## config.mk

```make
export PLATFORM = sky130hd
export DESIGN_NAME = uart_transmitter_flat
export DESIGN_NICKNAME = d
export VERILOG_FILES = /design/src/rtl/uart_transmitter_if.sv /design/src/rtl/uart_transmitter.sv /design/src/flat_wrapper.sv
export SDC_FILE = /design/constraint.sdc
export NUM_CORES = 1
export LEC_CHECK = 0
export ABC_CLOCK_PERIOD_IN_PS = 4300
export BUFFER_PORTS_ARGS = -buffer_cell sky130_fd_sc_hd__buf_2
export CAP_MARGIN = 15
export CORE_MARGIN = 8
export CORE_UTILIZATION = 34
export CTS_CLUSTER_SIZE = 8
export DETAILED_ROUTE_END_ITERATION = 8
export PLACE_DENSITY = 0.48
export SYNTH_ARGS = -nofsm -noshare
export SYNTH_HDL_FRONTEND = slang
export SYNTH_SLANG_ARGS = --single-unit
```

## constraint.sdc

```tcl
create_clock -name clk -period 4.3 [get_ports clk]
set_input_delay 0.645 -clock clk [delete_from_list [all_inputs] [get_ports clk]]
set_output_delay 0.645 -clock clk [all_outputs]
set_load 0.02 [all_outputs]
```

## src/rtl/uart_transmitter_if.sv

```systemverilog
// Byte-stream handshake into the UART transmitter.
// master drives tx_data/tx_valid; slave returns tx_ready.
interface uart_transmitter_if;
  logic [7:0] tx_data;
  logic       tx_valid;
  logic       tx_ready;

  modport master (
    output tx_data,
    output tx_valid,
    input  tx_ready
  );

  modport slave (
    input  tx_data,
    input  tx_valid,
    output tx_ready
  );
endinterface

```

## src/rtl/uart_transmitter.sv

```systemverilog
// UART transmitter: small byte FIFO feeding an 8N1-style serializer.
// Ports: clk, reset, s_if (tx_data/tx_valid/tx_ready), tx, tx_busy, tx_done, fifo_count.
module uart_transmitter #(
  parameter int CLKS_PER_BIT = 868,
  parameter int PARITY_EN    = 0,
  parameter int PARITY_ODD   = 0,
  parameter int STOP_BITS    = 1,
  parameter int FIFO_DEPTH   = 4
) (
  input  logic                        clk,
  input  logic                        reset,
  uart_transmitter_if.slave           s_if,
  output logic                        tx,
  output logic                        tx_busy,
  output logic                        tx_done,
  output logic [$clog2(FIFO_DEPTH):0] fifo_count
);

  localparam int AW = $clog2(FIFO_DEPTH);
  localparam int CW = AW + 1;
  localparam int BW =
    (CLKS_PER_BIT > 2) ? $clog2(CLKS_PER_BIT) : 1;

  localparam logic [BW-1:0] BAUD_LAST = BW'(CLKS_PER_BIT - 1);
  localparam logic [BW-1:0] BAUD_ONE  = BW'(1);
  localparam logic [2:0]    STOP_LAST = 3'(STOP_BITS - 1);
  localparam logic [CW-1:0] DEPTH_C   = CW'(FIFO_DEPTH);
  localparam logic [CW-1:0] PTR_ONE   = CW'(1);
  localparam logic          P_EN      = (PARITY_EN != 0);
  localparam logic          P_ODD     = (PARITY_ODD != 0);

  typedef enum logic [2:0] {
    IDLE,
    START,
    DATA,
    PARITY,
    STOP
  } state_t;

  state_t        r_state;
  logic [7:0]    r_mem [FIFO_DEPTH];
  logic [CW-1:0] r_wptr;
  logic [CW-1:0] r_rptr;
  logic [7:0]    r_shift;
  logic          r_par;
  logic [BW-1:0] r_baud;
  logic [2:0]    r_bit;
  logic          r_tx;
  logic          r_busy;
  logic          r_done;

  logic [CW-1:0] w_count;
  logic [7:0]    w_head;
  logic          w_ready;
  logic          w_push;
  logic          w_nonempty;
  logic          w_bit_end;
  logic          w_stop_end;
  logic          w_pop;

  // Pointers carry one extra wrap bit so full and empty differ.
  assign w_count    = r_wptr - r_rptr;
  assign w_ready    = (w_count < DEPTH_C);
  assign w_nonempty = (w_count != '0);
  assign w_push     = s_if.tx_valid && w_ready;
  assign w_head     = r_mem[r_rptr[AW-1:0]];

  assign w_bit_end  = (r_baud == BAUD_LAST);
  assign w_stop_end = (r_state == STOP) && w_bit_end &&
                      (r_bit == STOP_LAST);
  // Pop from idle, or straight out of the last stop bit.
  assign w_pop      = w_nonempty &&
                      ((r_state == IDLE) || w_stop_end);

  assign s_if.tx_ready = w_ready;
  assign fifo_count    = w_count;
  assign tx            = r_tx;
  assign tx_busy       = r_busy;
  assign tx_done       = r_done;

  always_ff @(posedge clk) begin
    if (w_push) begin
      r_mem[r_wptr[AW-1:0]] <= s_if.tx_data;
    end
  end

  always_ff @(posedge clk) begin
    if (reset) begin
      r_wptr <= '0;
      r_rptr <= '0;
    end else begin
      if (w_push) r_wptr <= r_wptr + PTR_ONE;
      if (w_pop)  r_rptr <= r_rptr + PTR_ONE;
    end
  end

  always_ff @(posedge clk) begin
    if (reset) begin
      r_state <= IDLE;
      r_shift <= '0;
      r_par   <= 1'b0;
      r_baud  <= '0;
      r_bit   <= '0;
      r_tx    <= 1'b1;
      r_busy  <= 1'b0;
      r_done  <= 1'b0;
    end else begin
      r_done <= 1'b0;
      unique case (r_state)
        IDLE: begin
          r_tx <= 1'b1;
          if (w_nonempty) begin
            r_shift <= w_head;
            r_par   <= (^w_head) ^ P_ODD;
            r_baud  <= '0;
            r_bit   <= '0;
            r_tx    <= 1'b0;
            r_busy  <= 1'b1;
            r_state <= START;
          end
        end
        START: begin
          if (w_bit_end) begin
            r_baud  <= '0;
            r_bit   <= '0;
            r_tx    <= r_shift[0];
            r_state <= DATA;
          end else begin
            r_baud <= r_baud + BAUD_ONE;
          end
        end
        DATA: begin
          if (w_bit_end) begin
            r_baud <= '0;
            if (r_bit == 3'd7) begin
              r_bit <= '0;
              if (P_EN) begin
                r_tx    <= r_par;
                r_state <= PARITY;
              end else begin
                r_tx    <= 1'b1;
                r_state <= STOP;
              end
            end else begin
              r_bit   <= r_bit + 3'd1;
              r_shift <= {1'b0, r_shift[7:1]};
              r_tx    <= r_shift[1];
            end
          end else begin
            r_baud <= r_baud + BAUD_ONE;
          end
        end
        PARITY: begin
          if (w_bit_end) begin
            r_baud  <= '0;
            r_bit   <= '0;
            r_tx    <= 1'b1;
            r_state <= STOP;
          end else begin
            r_baud <= r_baud + BAUD_ONE;
          end
        end
        STOP: begin
          if (w_bit_end) begin
            r_baud <= '0;
            if (r_bit == STOP_LAST) begin
              r_done <= 1'b1;
              r_bit  <= '0;
              if (w_nonempty) begin
                r_shift <= w_head;
                r_par   <= (^w_head) ^ P_ODD;
                r_tx    <= 1'b0;
                r_state <= START;
              end else begin
                r_tx    <= 1'b1;
                r_busy  <= 1'b0;
                r_state <= IDLE;
              end
            end else begin
              r_bit <= r_bit + 3'd1;
            end
          end else begin
            r_baud <= r_baud + BAUD_ONE;
          end
        end
        default: begin
          r_tx    <= 1'b1;
          r_busy  <= 1'b0;
          r_state <= IDLE;
        end
      endcase
    end
  end

endmodule
```

## src/flat_wrapper.sv

```systemverilog
// flat-port wrapper written by rule: the top's interface ports become plain ports
module uart_transmitter_flat 
#(
  parameter int CLKS_PER_BIT = 868,
  parameter int PARITY_EN    = 0,
  parameter int PARITY_ODD   = 0,
  parameter int STOP_BITS    = 1,
  parameter int FIFO_DEPTH   = 4
)
  (clk, reset, tx, tx_busy, tx_done, fifo_count, s_if_tx_data, s_if_tx_valid, s_if_tx_ready);
  uart_transmitter_if s_if_i ();
  input  logic clk;
  input  logic reset;
  output logic tx;
  output logic tx_busy;
  output logic tx_done;
  output logic [$clog2(FIFO_DEPTH):0] fifo_count;
  input wire logic [$bits(s_if_i.tx_data)-1:0] s_if_tx_data;
  input wire logic [$bits(s_if_i.tx_valid)-1:0] s_if_tx_valid;
  output wire logic [$bits(s_if_i.tx_ready)-1:0] s_if_tx_ready;
  assign s_if_i.tx_data = s_if_tx_data;
  assign s_if_i.tx_valid = s_if_tx_valid;
  assign s_if_tx_ready = s_if_i.tx_ready;
  uart_transmitter #(.CLKS_PER_BIT(CLKS_PER_BIT), .PARITY_EN(PARITY_EN), .PARITY_ODD(PARITY_ODD), .STOP_BITS(STOP_BITS), .FIFO_DEPTH(FIFO_DEPTH)) u_core (.clk(clk), .reset(reset), .s_if(s_if_i), .tx(tx), .tx_busy(tx_busy), .tx_done(tx_done), .fifo_count(fifo_count));
endmodule
```

# == Word-level counts from Yosys, hierarchy flattened ==
# Memory sizes are Yosys's and may differ from the RTL's. A register that Yosys moved wholly into a read port is not among the register bits.
# Index checks and enable logic that the tools add are counted.
# word_totals
regBits,33
latchBits,0
ramBits,32
mem_bits_ro,0
in_bits,11
output_inout_bits,7
word_cells,99
n_memories,1
# memory_table
memory,words,width,read_ports,rd_clocked_by_memory_dff,write_ports,line_no,source
u_core.r_mem,4,8,1,1,1,uart_transmitter.sv:41,logic [7:0] r_mem [FIFO_DEPTH];
# op_classes
addsub,5
mul,0
n_div,0
magnitude_cmp,1
eq_ne,16
shift,0
mux,43
bitwise_logic,3
n_reduce_logical,21
# ops
cell,n
8-bit 2-to-1 mux,5
3-bit 2-to-1 mux,13
8-bit case mux with 3 select lines,1
10-bit 2-to-1 mux,2
10-bit case mux with 2 select lines,1
5-bit AND reduction,4
1-bit 2-to-1 mux,15
3-bit case mux with 5 select lines,1
"2-bit by 1-bit != test with 1-bit output, second input constant",7
3-bit case mux with 4 select lines,1
"10-bit by 1-bit adder with 10-bit output, second input constant",1
"10-bit == test, second input constant",1
"3-bit by 1-bit adder with 3-bit output, second input constant",3
7-bit AND reduction,1
"3-bit by 2-bit == test with 1-bit output, second input constant",2
"3-bit == test, second input constant",2
3-bit logical NOT,2
"2-bit != test, second input constant",3
3-bit nonzero test,2
3-bit OR reduction,2
1-bit case mux with 5 select lines,1
1-bit logical AND,4
2-bit 2-to-1 mux,2
4-bit nonzero test,1
10 further kinds,12

# == Depth between registers and ports, before layout ==
# Gate-level depths: netlist of run 1.
# logic_depth
ltp_word,7
mapped_depth,9
depth_no_buf,8

# == Least setup slack after synthesis of run 1 ==
# OpenSTA, ideal clock, no wires.
# synth_timing
path_kind,reg2reg
start,register u_core.r_wptr[0]
end,register u_core.r_shift[0]
setup_time_ns,0.121
t_arrival_ns,2.377
required_time_ns,4.179
slack_ns,1.801
stages_incl_launch_ff,10
path_buffers,1
period_less_slack_ns,2.499
cell_sequence,dfxtp_1 -> inv_1 -> ha_1 -> fa_1 -> xnor3_2 -> clkinv_4 -> o21bai_4 -> a221o_1 -> buf_6 -> mux2_4
# synth_between
elab_chain_cells,6
# synth_lines
element,line_no,source
"start, declared",uart_transmitter.sv:42,logic [CW-1:0] r_wptr;
"start signal, assigned",uart_transmitter.sv:92,if (w_push) r_wptr <= r_wptr + PTR_ONE;
3-bit subtractor *,uart_transmitter.sv:62,assign w_count = r_wptr - r_rptr;
named net fifo_count[2],flat_wrapper.sv:17,output logic [$clog2(FIFO_DEPTH):0] fifo_count;
3-bit nonzero test *,uart_transmitter.sv:64,assign w_nonempty = (w_count != '0);
8-bit 2-to-1 mux *,n/a,
8-bit 2-to-1 mux (2 in series),n/a,
8-bit case mux with 3 select lines *,n/a,
"end signal, assigned",uart_transmitter.sv:113,r_shift <= w_head;
"end signal, assigned",uart_transmitter.sv:146,"r_shift <= {1'b0, r_shift[7:1]};"
"end signal, assigned",uart_transmitter.sv:170,r_shift <= w_head;
"end, declared",uart_transmitter.sv:44,logic [7:0] r_shift;
# The timed path passes the listed nets; every way through them passes the cells marked *. The select of a mux whose other input is x is not followed.
# A chain may end at the register's enable or synchronous reset.

# == Worst setup path in the final report of run 1 ==
# layout_timing
start,register u_core.r_wptr[0]
end,register u_core.r_shift[5]
# layout_between
elab_chain_cells,6
# layout_lines
element,line_no
3-bit subtractor *,uart_transmitter.sv:62
3-bit nonzero test *,uart_transmitter.sv:64
8-bit 2-to-1 mux *,n/a
8-bit 2-to-1 mux (2 in series),n/a
8-bit case mux with 3 select lines *,n/a
# Mark *: on every way between the ends. The rest lies on a longest branch, timed or not. The select of a mux whose other input is x is not followed.

==> impl_metrics.tcl, run 1 <==
set metrics [dict create \
    io-pin-count 18 \
    required_ns 4.51 \
    grt.total_usage_pct 10.3 \
    antenna_left 0 \
    die_area_um2 12900 \
    finalClockSkew_ns 0.0160 \
    portBuffers 17 \
    die_y_um 114 \
    antenna_found_initial 0 \
    powerDensity_nw_per_um2 618 \
    ys_seq_elements 67 \
    maxSlewViolCount 0 \
    syn_area_per_cell_um2 12.1 \
    critPathKind "flop to flop" \
    synth-main-ff-cell "dfxtp_1" \
    hold_viol 0 \
    tightest_slew_ns 0.846 \
    worst_setup_path_end_kind "flop" \
    synth_edf_count 32 \
    ys_types 58 \
    post_cts_buffers 0 \
    vias 2016 \
    first_pass_iters 4 \
    grt_pass1_wl_um 10400 \
    die_x_um 114 \
    peakVddDrop_uv 252 \
    syn-cell-area_um2 3230 \
    wl_um 6220 \
    synth.yosys.warnings 0 \
    cp-start-kind "flop" \
    min_period_ns 2.74 \
    finalSetupTns_ns 0 \
    dpl.hpwl_um 4230 \
    first_global_vias 2033 \
    start_util_pct 35.0 \
    antennaDiodeCount 0 \
    rsz0062_at_grt "no" \
    leakage_uw 0.00129 \
    clockBufferDepth 2 \
    clock_latency_ns 0.33 \
    setup_viol 0 \
    status "complete, no violations" \
    root_buffer "clkbuf_8" \
    cts_tree "built" \
    placed_cells 401 \
    fmax_ghz 0.365 \
    finalNetCount 305 \
    cts_resized 0 \
    grt_max_degree 41 \
    drive_above_1_share_pct 20.8 \
    cts_sinks 67 \
    slew_headroom_pct 43.3 \
    syn-num-nets 289 \
    hold_path_class "flop to flop" \
    via_per_inst 4.83 \
    final_area_um2 3630 \
    clk_pin_slew_ns 0.08 \
    power_uw 2240 \
    timing.final.crit_share_pct 63.7 \
    final_cells 417 \
    place_congestion 0.755 \
    synth_async_sr_flop_share_pct 0 \
    syn-instance-count 267 \
    arrival_ns 2.95 \
    cts_made_buffers 9 \
    grt_overflow 0 \
    fp.coreArea_um2 9240 \
    postCtsHoldBufs 0 \
    drv_cap 0 \
    layout-area-overhead-vs-synth_pct 12.2 \
    wire_per_inst_um 14.9 \
    crit_path_max_fanout 9 \
    drtIter0Drc 57 \
    ctsHtreeMaxLevel 3 \
    drc_errors 0 \
    ys_seq_area_share_pct 51.4 \
    final_util_pct 39.3 \
    fp-row-count 35 \
    postPlaceCellArea_um2 3430 \
]
## where the power goes
part           internal [µW]  total [µW]  switching (µW)  leakage (µW)
Sequential               805         899            93.2      0.000577
Clock                    272         531             259      0.000100
Combinational            362         812             451      0.000610
## area by class of cell
class	count	area, µm²
Inverter	10	42.5
Clock buffer	9	124
Timing Repair Buffer	18	92.6
Fill cell	911	5610
Sequential cell	67	1660
Tap cell	129	161
Clock inverter	7	73.8
Multi-Input combinational cell	177	1470
## cells in the mapped netlist, types with 2 or more instances
cell type	instances	area, µm²
mux2i_1	10	100
a21boi_1	2	15.0
or3_1	4	25.0
nand3_1	8	40.0
nor2_1	18	67.6
or4_1	3	22.5
a2111o_1	3	33.8
nand3b_1	2	15.0
and3_1	5	31.3
o31ai_1	3	22.5
mux2_1	3	33.8
o21ba_2	3	30.0
o2111ai_1	2	17.5
nor3b_1	7	52.6
o21bai_1	2	15.0
mux4_2	8	180
clkbuf_1	9	33.8
o21ai_0	3	15.0
edfxtp_1	32	961
and2_1	3	18.8
nand2_1	8	30.0
o31a_1	2	17.5
or3b_2	2	17.5
buf_1	2	7.51
xnor2_1	2	17.5
a21oi_1	14	70.1
nand4_1	2	12.5
ha_1	10	125
dfxtp_1	35	701
o21ai_1	3	15.0
nor2b_1	12	75.1
mux2_4	7	105
inv_1	9	33.8
nand2b_1	5	31.3
## cells by family after synthesis
| family | Yosys count | synth area share [%] |
|---|---|---|
| and+or+nand+nor | 83 | 14.6 |
| DFF | 67 | 51.4 |
| AOI/OAI and AO/OA | 51 | 11.9 |
| muxes | 28 | 13.0 |
| buffers and inverters | 23 | 3.10 |
| adders and majority gates | 11 | 4.49 |
| xor gates and xnor gates | 4 | 1.55 |
## critical path, stage by stage (launching register included)
cell and delay (ns):
dfxtp_1 0.40, inv_1 0.10, ha_1 0.19, fa_1 0.37, xnor3_2 0.32, clkinv_4 0.12, o21bai_4 0.26, a221o_1 0.52
mux2_4 0.34
## path summary, 6_finish.rpt
path,slack (ns),from,endpoint,cells after the start
setup / recovery,1.56,u_core.r_wptr[0]$_SDFFE_PP0P_,u_core.r_shift[5]$_SDFFE_PP0P_,8
hold / removal,0.49,u_core.r_shift[7]$_SDFFE_PP0P_,u_core.r_shift[7]$_SDFFE_PP0P_,2
setup reg to reg,1.56,u_core.r_wptr[0]$_SDFFE_PP0P_,u_core.r_shift[5]$_SDFFE_PP0P_,8
hold reg to reg,0.49,u_core.r_shift[7]$_SDFFE_PP0P_,u_core.r_shift[7]$_SDFFE_PP0P_,2
## metrics by stage
stage,hold WS (ns),worst slack [ns]
3_3_place_gp,0.467,1.63
6_report,0.486,1.56
2_1_floorplan,0.447,1.80
4_1_cts,0.491,1.54
3_5_place_dp,0.473,1.57
5_1_grt,0.505,1.29
## sequential cells by signal, summed over array words and instances, names as in the netlist, named ones only
name,cells
u_core.r_bit,3
u_core.r_state,3
u_core.r_mem,32
u_core.r_baud,10
u_core.tx,1
u_core.r_rptr,3
u_core.r_shift,8
u_core.tx_done,1
u_core.tx_busy,1
u_core.r_wptr,3
## cell usage in the layout (no fill, tap or decap), types with 9 or more instances in the layout
cell type	instances
dfxtp_1	35
edfxtp_1	32
nor2_1	18
buf_2	17
a21oi_1	14
nor2b_1	12
mux2i_1	10
ha_1	10
inv_1	9
clkbuf_8	9
## metal layers
layer | global-route usage, % | up-vias | wire [µm]
li1 | - | 1036 | -
met2 | 16.7 | 23 | 3030
met4 | 4.26 | 0 | 65
met3 | 2.64 | 4 | 171
met5 | 0 | - | 0
met1 | 12.7 | 953 | 2960
Power figures use the tool's default switching activity.
==> run 2: changes to the inputs <==
--- a/config.mk
+++ b/config.mk
@@ -5,7 +5,7 @@
 export SDC_FILE = /design/constraint.sdc
 export NUM_CORES = 1
 export LEC_CHECK = 0
-export ABC_CLOCK_PERIOD_IN_PS = 4300
+export ABC_CLOCK_PERIOD_IN_PS = 2900
 export BUFFER_PORTS_ARGS = -buffer_cell sky130_fd_sc_hd__buf_2
 export CAP_MARGIN = 15
 export CORE_MARGIN = 8
==> constraint.sdc (replaced) <==
create_clock -name clk -period 2.9 [get_ports clk]
set_input_delay 0.435 -clock clk [delete_from_list [all_inputs] [get_ports clk]]
set_output_delay 0.435 -clock clk [all_outputs]
set_load 0.02 [all_outputs]
==> run 2 against run 1 <==
Net effect:
- sequential share of layout area fell by 0.41 points
- design area up 0.90%
- hold slack got worse by 0.18 ns
- critical path depth stayed put
- clock skew down 0.0059 ns
- largest power group unchanged
==> impl_metrics.tcl, run 2 (synthesis results as in run 1) <==
set metrics [dict create \
    clockBufferDepth 2 \
    maxSlewViolCount 0 \
    p_sw_share_pct 35.9 \
    finalSetupTns_ns 0 \
    crit_path_cell_trace "inv_1, ha_1, fa_1, xnor3_2, clkinv_4, o21bai_4, a221o_2, mux2_4" \
    antenna_left 0 \
    r2r_start "u_core.r_wptr[0]$_SDFFE_PP0P_" \
    required_ns 3.13 \
    start_util_pct 35.0 \
    vias 2112 \
    critPathKind "flop to flop" \
    wire_per_inst_um 14.8 \
    cts_made_buffers 9 \
    io-pin-count 18 \
    finalNetCount 308 \
    clkPwrFrac_pct 24.1 \
    largest_reg_flops 32 \
    final_cells 420 \
    crit_path_max_fanout 9 \
    die_x_um 114 \
    grt_pass1_wl_um 10600 \
    root_buffer "clkbuf_8" \
    first_global_vias 2074 \
    hold_start "s_if_tx_data[4]" \
    clock_latency_ns 0.34 \
    die_area_um2 12900 \
    post_cts_buffers 0 \
    crit_family "compound AO/OA/AOI/OAI gates" \
    antenna_found_initial 0 \
    portBuffers 17 \
    r2r_end "u_core.r_shift[3]$_SDFFE_PP0P_" \
    place_congestion 0.756 \
    worst_setup_path_end_kind "flop" \
    cp.depth 8 \
    ctsHtreeMaxLevel 3 \
    final_util_pct 39.6 \
    drv_cap 0 \
    min_to "u_core.r_mem[2][4]$_DFFE_PP_" \
    powerDensity_nw_per_um2 922 \
    slew_headroom_pct 54.7 \
    arrival_ns 2.84 \
    wl_um 6210 \
    drive_above_1_share_pct 22.0 \
    mostFrequentLayoutCell "dfxtp_1" \
    leakage_uw 0.00130 \
    r2r_slack_ns 0.28 \
    cts_sinks 67 \
    crit_buf_inv 2 \
    grt_overflow 0 \
    timing.final.crit_share_pct 90.2 \
    tightest_slew_ns 0.679 \
    peakVddDrop_uv 327 \
    fp.coreArea_um2 9240 \
    worstHoldPathCells 1 \
    final_cell_mix "35 x dfxtp_1, 32 x edfxtp_1, 18 x nor2_1, 17 x buf_2, 14 x a21oi_1" \
    hold_viol 0 \
    placed_cells 404 \
    layout-area-overhead-vs-synth_pct 13.2 \
    comb_power_share_pct 36.4 \
    r2r_cells 8 \
    hold_path_class "input port to flop" \
    first_pass_iters 5 \
    cp-start-kind "flop" \
    rsz0062_at_grt "no" \
    min_period_ns 2.62 \
    drtIter0Drc 77 \
    antennaDiodeCount 0 \
    clk_pin_slew_ns 0.08 \
    dpl.hpwl_um 4300 \
    cts_tree "built" \
    via_per_inst 5.03 \
    grt_max_degree 41 \
    fp-row-count 35 \
    finalClockSkew_ns 0.0101 \
    die_y_um 114 \
    intPower_uw 2160 \
    crit_start "u_core.r_wptr[0]$_SDFFE_PP0P_" \
    grt.total_usage_pct 10.5 \
    critPathMaxStageDelay_ns 0.55 \
    p_switching_uw 1210 \
    status "complete, no violations" \
    p_seq_share_pct 39.5 \
    setup_viol 0 \
    slowest_stage "a221o_2" \
    fmax_ghz 0.382 \
    drc_errors 0 \
]
==> run 2: power by group through the flow <==
| stage | registers (µW) | logic [µW] | clock network, µW |
|---|---|---|---|
| after floorplan | 1300 | 1020 | 0 |
| after global placement | 1360 | 1240 | 0 |
| after detailed placement | 1360 | 1250 | 0 |
| after CTS | 1340 | 1250 | 849 |
| after global routing | 1370 | 1370 | 886 |
| final | 1330 | 1230 | 812 |
==> run 2: through the flow <==
| step | hold WS [ns] | worst slack, ns | total power (µW) | area [µm²] |
|---|---|---|---|---|
| after floorplan | 0.447 | 0.401 | 2320 | 3230 |
| after global placement | 0.468 | 0.208 | 2590 | 3450 |
| after detailed placement | 0.472 | 0.143 | 2600 | 3450 |
| after CTS | 0.280 | 0.116 | 3440 | 3660 |
| after global routing | 0.282 | 0.146 | 3620 | 3660 |
| final | 0.302 | 0.284 | 3370 | 3660 |
==> run 2: final cells by class <==
cell class              count  area, µm²
fillers                   894       5580
inverters                  10       42.5
clock buffers               9        124
clock inverters             7       82.6
flip-flops and latches     67       1660
multi-input cells         177       1470
well taps                 129        161
repair buffers             21        115
==> run 2: metal layers <==
metal  vias up  GRT usage, %  routed length (µm)
li1       1041             -                   -
met1      1029          13.3                3020
met2        33          16.3                2910
met3         9          3.06                 179
met4         0          4.53                  92
met5         -             0                   0
==> run 2: worst max path at each step <==
stage                                          end  slack, ns
floorplan           u_core.r_shift[0]$_SDFFE_PP0P_       0.40
global placement    u_core.r_shift[4]$_SDFFE_PP0P_       0.21
detailed placement  u_core.r_shift[3]$_SDFFE_PP0P_       0.14
CTS                 u_core.r_shift[3]$_SDFFE_PP0P_       0.12
global route        u_core.r_shift[2]$_SDFFE_PP0P_       0.15
finish              u_core.r_shift[3]$_SDFFE_PP0P_       0.28
==> run 2: worst register-to-register path: cells and delay by family, from the launching register on <==
family / cells / cell delay [ns]
flip-flops: 1 / 0.41
buffers and inverters: 2 / 0.22
adder cells (fa/ha/maj): 2 / 0.57
XOR/XNOR: 1 / 0.31
multiplexers: 1 / 0.34
AO/OA/AOI/OAI: 2 / 0.67
==> run 2: timing repair <==
action | in CTS | in global routing
gates resized for setup | 0 | 1
hold buffers | 0 | 0
setup endpoints to repair | 0 | 7
